`src/rtl/failover_tx_mux_pkg.sv`:
```
// Shared definitions for the failover GMII transmit mux: FSM encoding and
// default timing parameters.
package failover_tx_mux_pkg;

    typedef enum logic [2:0] {
        ST_IDLE  = 3'd0,
        ST_PASS  = 3'd1,
        ST_DRAIN = 3'd2,
        ST_GAP   = 3'd3,
        ST_ABORT = 3'd4
    } state_t;

    localparam int IPG_CYCLES_DEF       = 12;
    localparam int MAX_FRAME_CYCLES_DEF = 1530;

endpackage

```
`src/rtl/failover_tx_mux.sv`:
```
// Merges two GMII receive streams onto one upstream transmit port, switching
// only between frames and never forwarding a partial frame.
//
// state | meaning
// IDLE  | no frame; wait for a clean rising en on the active source or a switch
// PASS  | forwarding the active source byte-for-byte
// DRAIN | new source was mid-frame at switch time; discard until its en drops
// GAP   | counting out the inter-packet gap on the new source
// ABORT | frame was cut at the length limit; hold idle until en drops
module failover_tx_mux
    import failover_tx_mux_pkg::*;
#(
    parameter int IPG_CYCLES       = IPG_CYCLES_DEF,
    parameter int MAX_FRAME_CYCLES = MAX_FRAME_CYCLES_DEF
) (
    input  logic       clk,
    input  logic       rst,
    input  logic       sel_p1,
    input  logic [7:0] p1_data,
    input  logic       p1_en,
    input  logic       p1_er,
    input  logic [7:0] p2_data,
    input  logic       p2_en,
    input  logic       p2_er,
    output logic [7:0] tx_data,
    output logic       tx_en,
    output logic       tx_er,
    output logic       active_p1,
    output logic       switched,
    output logic       truncated
);

    localparam int FW = $clog2(MAX_FRAME_CYCLES + 1);
    localparam int GW = (IPG_CYCLES < 1) ? 1 : $clog2(IPG_CYCLES + 1);

    localparam logic [FW-1:0] FRAME_MAX  = FW'(MAX_FRAME_CYCLES);
    localparam logic [FW-1:0] FRAME_LAST = FW'(MAX_FRAME_CYCLES - 1);
    localparam logic [GW-1:0] GAP_LOAD   = GW'(IPG_CYCLES);
    localparam logic [GW-1:0] GAP_ONE    = GW'(1);

    state_t          state;
    logic [FW-1:0]   frame_cnt;
    logic [GW-1:0]   gap_cnt;
    logic            p1_prev;
    logic            p2_prev;
    logic            p1_armed;
    logic            p2_armed;

    logic [7:0]      a_data;
    logic            a_en;
    logic            a_er;
    logic            a_rise;
    logic            n_en;

    always_comb begin
        a_data = p2_data;
        a_en   = p2_en;
        a_er   = p2_er;
        n_en   = p1_en;
        a_rise = p2_en & ~p2_prev & p2_armed;
        if (active_p1) begin
            a_data = p1_data;
            a_en   = p1_en;
            a_er   = p1_er;
            n_en   = p2_en;
            a_rise = p1_en & ~p1_prev & p1_armed;
        end
    end

    // armed flags stay low after reset until en has been seen low, so a
    // frame already in flight at reset release is never taken as an edge
    always_ff @(posedge clk) begin
        if (rst) begin
            state     <= ST_IDLE;
            tx_data   <= '0;
            tx_en     <= 1'b0;
            tx_er     <= 1'b0;
            active_p1 <= 1'b1;
            switched  <= 1'b0;
            truncated <= 1'b0;
            frame_cnt <= '0;
            gap_cnt   <= '0;
            p1_prev   <= 1'b0;
            p2_prev   <= 1'b0;
            p1_armed  <= 1'b0;
            p2_armed  <= 1'b0;
        end else begin
            p1_prev   <= p1_en;
            p2_prev   <= p2_en;
            p1_armed  <= p1_armed | ~p1_en;
            p2_armed  <= p2_armed | ~p2_en;
            tx_data   <= '0;
            tx_en     <= 1'b0;
            tx_er     <= 1'b0;
            switched  <= 1'b0;
            truncated <= 1'b0;

            case (state)
                ST_IDLE: begin
                    if (sel_p1 != active_p1) begin
                        active_p1 <= sel_p1;
                        switched  <= 1'b1;
                        gap_cnt   <= GAP_LOAD;
                        state     <= n_en ? ST_DRAIN : ST_GAP;
                    end else if (a_rise) begin
                        state     <= ST_PASS;
                        frame_cnt <= FW'(1);
                        tx_data   <= a_data;
                        tx_en     <= 1'b1;
                        tx_er     <= a_er;
                    end
                end
                ST_PASS: begin
                    if (!a_en) begin
                        state <= ST_IDLE;
                    end else begin
                        tx_data <= a_data;
                        tx_en   <= 1'b1;
                        tx_er   <= a_er;
                        if (frame_cnt != FRAME_MAX) begin
                            frame_cnt <= frame_cnt + 1'b1;
                        end
                        // frame_cnt holds bytes already sent; this one is the last legal byte
                        if (frame_cnt >= FRAME_LAST) begin
                            tx_er     <= 1'b1;
                            truncated <= 1'b1;
                            state     <= ST_ABORT;
                        end
                    end
                end
                ST_DRAIN: begin
                    if (!a_en) begin
                        state <= ST_GAP;
                    end
                end
                ST_GAP: begin
                    if (a_en) begin
                        gap_cnt <= GAP_LOAD;
                        state   <= ST_DRAIN;
                    end else if (gap_cnt <= GAP_ONE) begin
                        gap_cnt <= '0;
                        state   <= ST_IDLE;
                    end else begin
                        gap_cnt <= gap_cnt - 1'b1;
                    end
                end
                ST_ABORT: begin
                    if (!a_en) begin
                        state <= ST_IDLE;
                    end
                end
                default: state <= ST_IDLE;
            endcase
        end
    end

endmodule

```
`config.mk`:
```
export PLATFORM = sky130hd
export DESIGN_NAME = failover_tx_mux
export DESIGN_NICKNAME = d
export VERILOG_FILES = /design/src/rtl/failover_tx_mux_pkg.sv /design/src/rtl/failover_tx_mux.sv
export SDC_FILE = /design/constraint.sdc
export NUM_CORES = 1
export LEC_CHECK = 0
export BUFFER_PORTS_ARGS = -buffer_cell sky130_fd_sc_hd__clkbuf_2
export CORE_ASPECT_RATIO = 1.75
export CORE_MARGIN = 2
export CORE_UTILIZATION = 54
export DETAILED_ROUTE_END_ITERATION = 10
export PLACE_DENSITY = 0.85
export SLEW_MARGIN = 20
export SYNTH_ARGS = -nofsm -noshare
export SYNTH_HDL_FRONTEND = slang
export SYNTH_SLANG_ARGS = --single-unit
```
`constraint.sdc`:
```
create_clock -name clk -period 2 [get_ports clk]
set_input_delay 0.2 -clock clk [delete_from_list [all_inputs] [get_ports clk]]
set_output_delay 0.2 -clock clk [all_outputs]
set_load 0.02 [all_outputs]
```
After elaboration in Yosys (flattened, before gate mapping)

Index checks and enable logic that the tools add are counted.

Register bits after elaboration: 35

Reductions and logical operators: 9
Bitwise gates (word level): 13
Add/sub/neg operators: 2
Equality and inequality tests: 16
Muxes and demuxes: 39
Order comparisons: 2

Operator list:

| operator                                                        | count |
|---|---|
| two-way mux 11 bit                                              | 4 |
| two-way mux 8 bit                                               | 4 |
| two-way mux 3 bit                                               | 8 |
| case mux 11 bit (2 select lines)                                | 1 |
| case mux 8 bit (2 select lines)                                 | 1 |
| case mux 3 bit (5 select lines)                                 | 1 |
| two-way mux 1 bit                                               | 14 |
| inequality test 2 bit (second input constant)                   | 7 |
| two-way mux 4 bit                                               | 3 |
| adder 11 x 1 -> 11 bit (second input constant)                  | 1 |
| greater-or-equal comparator 11 bit (second input constant)      | 1 |
| inequality test 11 bit (second input constant)                  | 1 |
| AND reduction 5 bit                                             | 2 |
| inequality test 3 bit (second input constant)                   | 3 |
| case mux 4 bit (2 select lines)                                 | 1 |
| inverter 1 bit                                                  | 7 |
| equality test 3 x 2 -> 1 bit (second input constant)            | 2 |
| AND 1 bit                                                       | 4 |
| less-or-equal comparator 4 x 1 -> 1 bit (second input constant) | 1 |
| case mux 1 bit (2 select lines)                                 | 2 |
| AND reduction 2 bit                                             | 2 |
| nonzero test 2 bit                                              | 2 |
| subtractor 4 x 1 -> 4 bit (second input constant)               | 1 |
| equality test 3 x 1 -> 1 bit (second input constant)            | 1 |
| other kinds (6)                                                 | 7 |

Depth between registers and ports, before layout

Gate-level depths: netlist of the first run.

Depth after elaboration: 7
Depth in mapped cells: 6
Mapped depth without buffers: 6

Worst setup path after synthesis of the first run

OpenSTA, ideal clock, no wires.

Kind: flip-flop to flip-flop
Start point: register active_p1
End point: register state[0]
Stages on the path, launching flop included: 6
Buffers on the path: 1
Path slack: 339 ps
Required time: 1928 ps
Setup time: 72 ps
Data arrival time: 1589 ps
Path through: dfxtp_1 buf_6 mux2i_1 nor2_1 a2111oi_2 mux2i_1

Word-level cells in the longest chain between the ends: 4
Elaborated cells between the ends (all ways): 15

Ends and longest elaborated chain:

| element                         | line                   | text |
|---|---|---|
| from (decl)                     | failover_tx_mux.sv:28  | `output logic active_p1,` |
| from (signal assigned)          | failover_tx_mux.sv:101 | `active_p1 <= sel_p1;` |
| two-way mux 1 bit               | failover_tx_mux.sv:61  | `if (active_p1) begin` |
| two-way mux 1 bit               | failover_tx_mux.sv:104 | `state <= n_en ? ST_DRAIN : ST_GAP;` |
| two-way mux 3 bit               | failover_tx_mux.sv:100 | `if (sel_p1 != active_p1) begin` |
| case mux 3 bit (5 select lines) | failover_tx_mux.sv:98  | `case (state)` |
| to (signal assigned)            | failover_tx_mux.sv:104 |  |
| to (decl)                       | failover_tx_mux.sv:41  | `state_t state;` |

Parallel ways exist; a longest one is shown, timed or not.
A chain may end at the register's enable or synchronous reset.

Final worst setup path of the first run

Same ends and word-level chain as after synthesis.

==> out/summary.txt, run 1 <==
Pre-antenna DRT Iters - 4
Rows - 27
Finished Core Util - 0.654
vias - 1537
largest net degree at the start of global routing - 21
DRC errors left - 0
Starting DRT DRC Count - 32
PostCTS Resize Cnt - 0
clock buffer depth - 2
Net count, final - 257
# port buffers - 35
max-cap violations - 0
endpoints failing hold - 0
worst endpoint required time - 2.21 ns
total negative slack - 0 ns
GRT Total Usage - 0.223
worst clock skew - 0.00422 ns
flops & latches, synth - 35
total CTS buffers - 5
Area growth, synth to finish - 15.8%
number of global-route vias before repair - 1487
Post-Syn Area - 0.00178 mm2
hold slack - 0.145 ns
commonest cells after routing, fill and taps aside - dfxtp_1 (35), clkbuf_2 (35), a21oi_1 (18)
Hold Crit Class - input pin to flop
Post-Synthesis Cells - 195
Worst slew margin - 0.626
postcts setup bufs - 0
pwr/cell area - 1020 mW/mm2
crit path max fanout - 9
placed cell area - 0.00196 mm2
final worst slack - 0.134 ns
Die Area - 0.00378 mm2
routability congestion estimate from global placement - 0.784
critical path class - flop to flop
Crit. End Element - flop
Worst Tran Pin Value - 0.561 ns
Num Clock Sinks - 35
I/O pin total - 36
area of the core - 0.00314 mm2
GRT overflow - 0
root buf cell - clkbuf_8
post-synthesis sequential area ratio - 0.395
minimum clock period - 1.87 ns
Leak - 0.878 nW
PnR Total Power - 2.10 mW
cell type with the largest total area after synthesis - dfxtp_1
endpoints failing setup - 0
Synth async-reset ratio - 0
Primary FF master, synth - dfxtp_1
Chip Width - 47.3 um
Via-to-Cell Ratio - 5.63
Non-Filler Instances - 273
wirelength, routed - 3.59 mm
Slew Limit Fails - 0
DRT antenna net count - 0
top-area cell type share of the netlist area - 0.395
first-pass GRT wire length - 6.19 mm
maximum vdd drop - 0.868 mV
Worst Setup Start Kind - flop
Syn Area/Cell - 9.10 um2
Reg clk slew, reported paths - 0.07 ns
post-place setup slack - 0.193 ns
number of synthesized flops with an enable pin - 0
Post-Syn Nets - 223
worst skew pair latency - 0.29 ns
status - complete, no violations
dominant cells by area after synthesis - dfxtp_1 (39%), mux2i_1 (6.2%), a21oi_1 (5.1%), ha_1 (3.5%), nor2_1 (3.2%)
routed len/inst - 13.1 um
RSZ-0062 raised after global routing - false
share of layout cells above drive strength 1 - 0.261
HPWL Detailed - 2.69 mm
Ys Warns - 0
CTS tree - done
Initial Util - 0.565
Synth cell types - 49
H-Tree Depth - 2
Worst EP arrival - 2.08 ns
final period utilization - 0.933
initial antenna violation count - 0
Final Instance Area - 0.00206 mm2
Placed Instances - 265
Die Y - 79.9 um
f_max - 0.536 GHz
hold buffer count at cts - 0
Diodes inserted - 0
[worst paths after layout]
path	from	endpoint	slack, ns	cells after the start
worst max register to register	active_p1	state[0]	0.13	4
worst max-delay path	active_p1	state[0]	0.13	4
worst min register to register	p2_armed	p2_armed	0.45	2
worst min-delay path	p2_data[4]	tx_data[4]	0.15	3
[synth_stat cells (all sizes together) (3+ instances only)]
cell    instances
nor2           15
or3             9
inv            12
nor3            3
nand2          10
nand2b          4
dfxtp          35
nand4           3
mux2i          11
xnor2           3
nand3b          5
o31ai           5
a21oi          18
ha              5
and2            4
o21ai          11
buf             7
clkbuf          3
nand3           3
[sequential cells by signal, indices dropped and copies added, names as in the netlist]
name	cells
gap_cnt	4
frame_cnt	11
truncated	1
state	3
p1_armed	1
p2_prev	1
tx_en	1
p2_armed	1
tx_data	8
p1_prev	1
switched	1
active_p1	1
tx_er	1
[cells by family after synthesis]
kind of cell | count (synthesis) | synth area share
flip-flops | 35 | 0.395
XOR/XNOR | 4 | 0.0197
AO/OA/AOI/OAI | 49 | 0.180
buffers and inverters | 22 | 0.0613
AND/OR/NAND/NOR | 68 | 0.239
multiplexers | 12 | 0.0705
adder cells (fa/ha/maj) | 5 | 0.0352
[cell type report]
class                           count  area, um2
Inverter                           12       45.0
Tap cell                           43       53.8
Timing Repair Buffer               37        190
Clock buffer                        8        100
Sequential cell                    35        701
Multi-Input combinational cell    138        966
Fill cell                         268       1090
[report_power, final]
| group | internal, mW | switching, mW |
|---|---|---|
| registers | 0.782 | 0.113 |
| clock network | 0.314 | 0.239 |
| logic | 0.299 | 0.349 |
| total | 1.40 | 0.701 |
[worst max-delay path, cell delays in order (launching register included)]
cell       delay, ns
dfxtp_1         0.53
mux2i_1         0.46
nor3_1          0.15
a2111oi_2       0.43
mux2i_1         0.23
[per-layer routing]
layer / track usage / part of all wire
met5: 0 / 0
met3: 0.0430 / 0.038
met1: 0.233 / 0.40
met4: 0.117 / 0.026
met2: 0.388 / 0.53
Power figures use the tool's default switching activity.
==> inputs of run 2 (changes only) <==
==> constraint.sdc (replaced) <==
create_clock -name clk -period 1.8 [get_ports clk]
set_input_delay 0.18 -clock clk [delete_from_list [all_inputs] [get_ports clk]]
set_output_delay 0.18 -clock clk [all_outputs]
set_load 0.02 [all_outputs]
==> out/summary.txt, run 2 (synthesis gave the netlist of run 1 again) <==
total CTS buffers - 5
max-cap violations - 0
critical path class - flop to flop
total negative slack - 0 ns
critical path's largest stage delay - 0.35 ns
Pre-antenna DRT Iters - 4
area of the core - 0.00314 mm2
max FFs per register - 11
maximum vdd drop - 0.734 mV
reg2reg path depth - 6
Leak - 0.897 nW
Worst slew margin - 0.721
Placed Instances - 269
DRC errors left - 0
commonest cells after routing, fill and taps aside - clkbuf_2 (35), dfxtp_1 (34), a21oi_1 (18)
cell depth of the worst hold path - 3
routed len/inst - 12.7 um
RSZ-0062 raised after global routing - false
worst clock skew - 0.00475 ns
endpoints failing setup - 0
Worst Setup Start Kind - flop
PostCTS Resize Cnt - 0
GRT Total Usage - 0.220
f_max - 0.582 GHz
Slew Limit Fails - 0
root buf cell - clkbuf_8
postcts setup bufs - 0
CP Launch Point - gap_cnt[0]
vias - 1548
PnR Total Power - 2.37 mW
pwr/cell area - 1130 mW/mm2
hold path startpoint - p2_data[7]
endpoints failing hold - 0
final worst slack - 0.0807 ns
placed cell area - 0.00199 mm2
Crit. End Element - flop
cell with the largest stage delay on the worst path - dfxtp_2
post-place setup slack - 0.0583 ns
status - complete, no violations
CTS tree - done
Finished Core Util - 0.665
share of layout cells above drive strength 1 - 0.282
first-pass GRT wire length - 6.11 mm
initial antenna violation count - 0
Initial Util - 0.565
crit path max fanout - 4
Reg clk slew, reported paths - 0.07 ns
largest net degree at the start of global routing - 21
hold buffer count at cts - 0
minimum clock period - 1.72 ns
Area growth, synth to finish - 17.8%
Chip Width - 47.3 um
Num Clock Sinks - 35
biggest regs - frame_cnt (11), tx_data (8), gap_cnt (4)
Non-Filler Instances - 277
number of global-route vias before repair - 1481
Die Y - 79.9 um
Final Instance Area - 0.00209 mm2
Net count, final - 261
final period utilization - 0.955
DRT antenna net count - 0
commonest non-fill, non-tap cell in the layout - clkbuf_2
reg2reg start - gap_cnt[0]
GRT overflow - 0
clock buffer depth - 2
Via-to-Cell Ratio - 5.59
Biggest register - frame_cnt
hold slack - 0.130 ns
Rows - 27
worst path cell trace - inv_1 > ha_1 > or2_2 > or3_1 > a211o_1 > a21oi_1
Worst Tran Pin Value - 0.417 ns
worst endpoint required time - 2.01 ns
wirelength, routed - 3.52 mm
Hold Crit Class - input pin to flop
H-Tree Depth - 2
routability congestion estimate from global placement - 0.796
worst skew pair latency - 0.28 ns
Die Area - 0.00378 mm2
I/O pin total - 36
# port buffers - 35
Diodes inserted - 0
Worst EP arrival - 1.93 ns
HPWL Detailed - 2.73 mm
Starting DRT DRC Count - 35
## run 2: cell types whose count changed in the layout (fill, tap and decap cells not counted), sizes merged
cell,before,now
buf,2,6
clkbuf,43,42
clkinvlp,0,1
## run 2: final timing paths
path / endpoint / slack (ns)
worst min register to register: p1_armed / 0.45
worst min-delay path: tx_data[7] / 0.13
worst max register to register: gap_cnt[3] / 0.08
worst max-delay path: gap_cnt[3] / 0.08
## run 2: layout make-up
cell class / count / area [um2]
clock buffers: 7 / 96.3
multi-input cells: 138 / 966
well taps: 43 / 53.8
flip-flops and latches: 35 / 702
clock inverters: 1 / 7.51
fillers: 257 / 1050
inverters: 12 / 45.0
repair buffers: 41 / 220
## run 2: power breakdown
| part | internal, mW | leakage, nW | switching [mW] |
|---|---|---|---|
| Clock | 0.348 | 0.0505 | 0.272 |
| Sequential | 0.870 | 0.286 | 0.103 |
| Combinational | 0.360 | 0.561 | 0.416 |
## run 2: routing by layer
| layer | GRT usage | up-vias | wire (um) |
|---|---|---|---|
| met4 | 0.111 | 0 | 91 |
| li1 | - | 773 | - |
| met2 | 0.385 | 44 | 1940 |
| met5 | 0 | - | 0 |
| met1 | 0.216 | 723 | 1310 |
| met3 | 0.0633 | 8 | 174 |
## run 2: critical path, delay by kind of cell (launching register included)
family / cells / cell delay, ns
AO/OA/AOI/OAI: 2 / 0.40
AND/OR/NAND/NOR: 2 / 0.64
adder cells (fa/ha/maj): 1 / 0.21
buffers and inverters: 1 / 0.06
flip-flops: 1 / 0.35
==> inputs of run 3 (changes only) <==
--- a/config.mk
+++ b/config.mk
@@ -8,9 +8,11 @@
 export BUFFER_PORTS_ARGS = -buffer_cell sky130_fd_sc_hd__clkbuf_2
 export CORE_ASPECT_RATIO = 1.75
 export CORE_MARGIN = 2
-export CORE_UTILIZATION = 54
+export CORE_UTILIZATION = 56
+export CTS_BUF_LIST = sky130_fd_sc_hd__clkbuf_8
+export CTS_CLUSTER_DIAMETER = 100
 export DETAILED_ROUTE_END_ITERATION = 10
-export PLACE_DENSITY = 0.85
+export PLACE_DENSITY = 0.87
 export SLEW_MARGIN = 20
 export SYNTH_ARGS = -nofsm -noshare
 export SYNTH_HDL_FRONTEND = slang
==> out/summary.txt, run 3 (synthesis gave the netlist of run 1 again) <==
number of global-route vias before repair - 1603
max-cap violations - 0
P_int - 1.69 mW
HPWL Detailed - 2.85 mm
Leak - 0.922 nW
routed len/inst - 13.2 um
status - complete, no violations
GRT overflow - 0
largest net degree at the start of global routing - 21
Diodes inserted - 0
Initial Util - 0.578
sw power - 0.792 mW
CTS tree - done
Area growth, synth to finish - 19.9%
H-Tree Depth - 2
GRT Total Usage - 0.237
hold slack - 0.119 ns
Biggest register - frame_cnt
# port buffers - 35
Chip Width - 46.6 um
Reg clk slew, reported paths - 0.07 ns
Pre-antenna DRT Iters - 4
Worst Tran Pin Value - 0.462 ns
I/O pin total - 36
first-pass GRT wire length - 6.48 mm
pwr/cell area - 1160 mW/mm2
vias - 1582
DRT antenna net count - 0
Die Y - 78.5 um
minimum clock period - 1.70 ns
Worst Setup Start Kind - flop
endpoints failing setup - 0
critical path class - flop to flop
worst clock skew - 0.00460 ns
total CTS buffers - 5
area of the core - 0.00307 mm2
Worst EP arrival - 1.91 ns
commonest cells after routing, fill and taps aside - clkbuf_2 (35), dfxtp_1 (33), a21oi_1 (18)
RSZ-0062 raised after global routing - false
crit path max fanout - 4
placed cell area - 0.00199 mm2
Sw Ratio - 0.320
clock buffer depth - 2
routability congestion estimate from global placement - 0.854
worst skew pair latency - 0.29 ns
Final Instance Area - 0.00213 mm2
endpoints failing hold - 0
Worst slew margin - 0.688
final period utilization - 0.942
Crit. End Element - flop
f_max - 0.590 GHz
wirelength, routed - 3.70 mm
Rows - 27
total negative slack - 0 ns
Starting DRT DRC Count - 39
worst endpoint required time - 2.01 ns
commonest non-fill, non-tap cell in the layout - clkbuf_2
Num Clock Sinks - 35
Net count, final - 264
DRC errors left - 0
root buf cell - clkbuf_8
biggest regs - frame_cnt (11), tx_data (8), gap_cnt (4)
Slew Limit Fails - 0
Via-to-Cell Ratio - 5.65
max FFs per register - 11
combinational power share - 0.317
maximum vdd drop - 0.801 mV
initial antenna violation count - 0
Clock power frac - 0.291
Hold Crit Class - input pin to flop
share of layout cells above drive strength 1 - 0.295
Die Area - 0.00365 mm2
hold buffer count at cts - 0
share of power burned in registers - 0.391
-- run 3: layer usage --
metal	up-vias	GRT usage	share of wire
met5	-	0	0
met2	55	0.438	0.56
met1	738	0.222	0.35
met4	0	0.117	0.032
met3	11	0.0529	0.053
li1	778	-	-
-- run 3: final cells by class --
type | count | area (um2)
clock buffers | 6 | 82.6
inverters | 12 | 45.0
clock inverters | 2 | 35.0
fillers | 228 | 946
multi-input cells | 138 | 966
well taps | 43 | 53.8
repair buffers | 44 | 243
flip-flops and latches | 35 | 703
-- run 3: worst max-delay path, cell delays in order, from the launching register on --
cell,delay (ns)
dfxtp_2,0.35
inv_1,0.06
ha_1,0.21
or2_2,0.31
or3_1,0.31
a211o_1,0.29
a21oi_1,0.11
-- run 3: through the flow --
step                       util  worst slack [ns]  std cells  power (mW)
after detailed placement  0.648            0.0749        270        1.77
after global placement    0.648             0.108        270        1.75
final                     0.692             0.104        280        2.48
after global routing      0.692           0.00401        280        2.62
after CTS                 0.687            0.0594        278        2.49
after floorplan               -             0.139        195        1.59
-- run 3: worst paths after layout --
kind                   start          to  slack (ns)  cells after the start
hold reg to reg     p1_armed    p1_armed        0.45                      2
setup reg to reg  gap_cnt[0]  gap_cnt[3]        0.10                      6
setup / recovery  gap_cnt[0]  gap_cnt[3]        0.10                      6
hold / removal    p2_data[6]  tx_data[6]        0.12                      3
-- run 3: timing repair --
action,CTS,global route
endpoints found under the hold margin,0,0
buffers inserted,0,2
resized for setup,0,2
setup endpoints to repair,0,3
-- run 3: power by group through the flow --
stage | sequential, mW | combinational (mW) | clock (mW)
CTS | 0.969 | 0.791 | 0.733
detailed placement | 0.987 | 0.783 | 0
global placement | 0.983 | 0.767 | 0
floorplan | 0.984 | 0.601 | 0
finish | 0.970 | 0.787 | 0.722
global route | 0.987 | 0.873 | 0.761
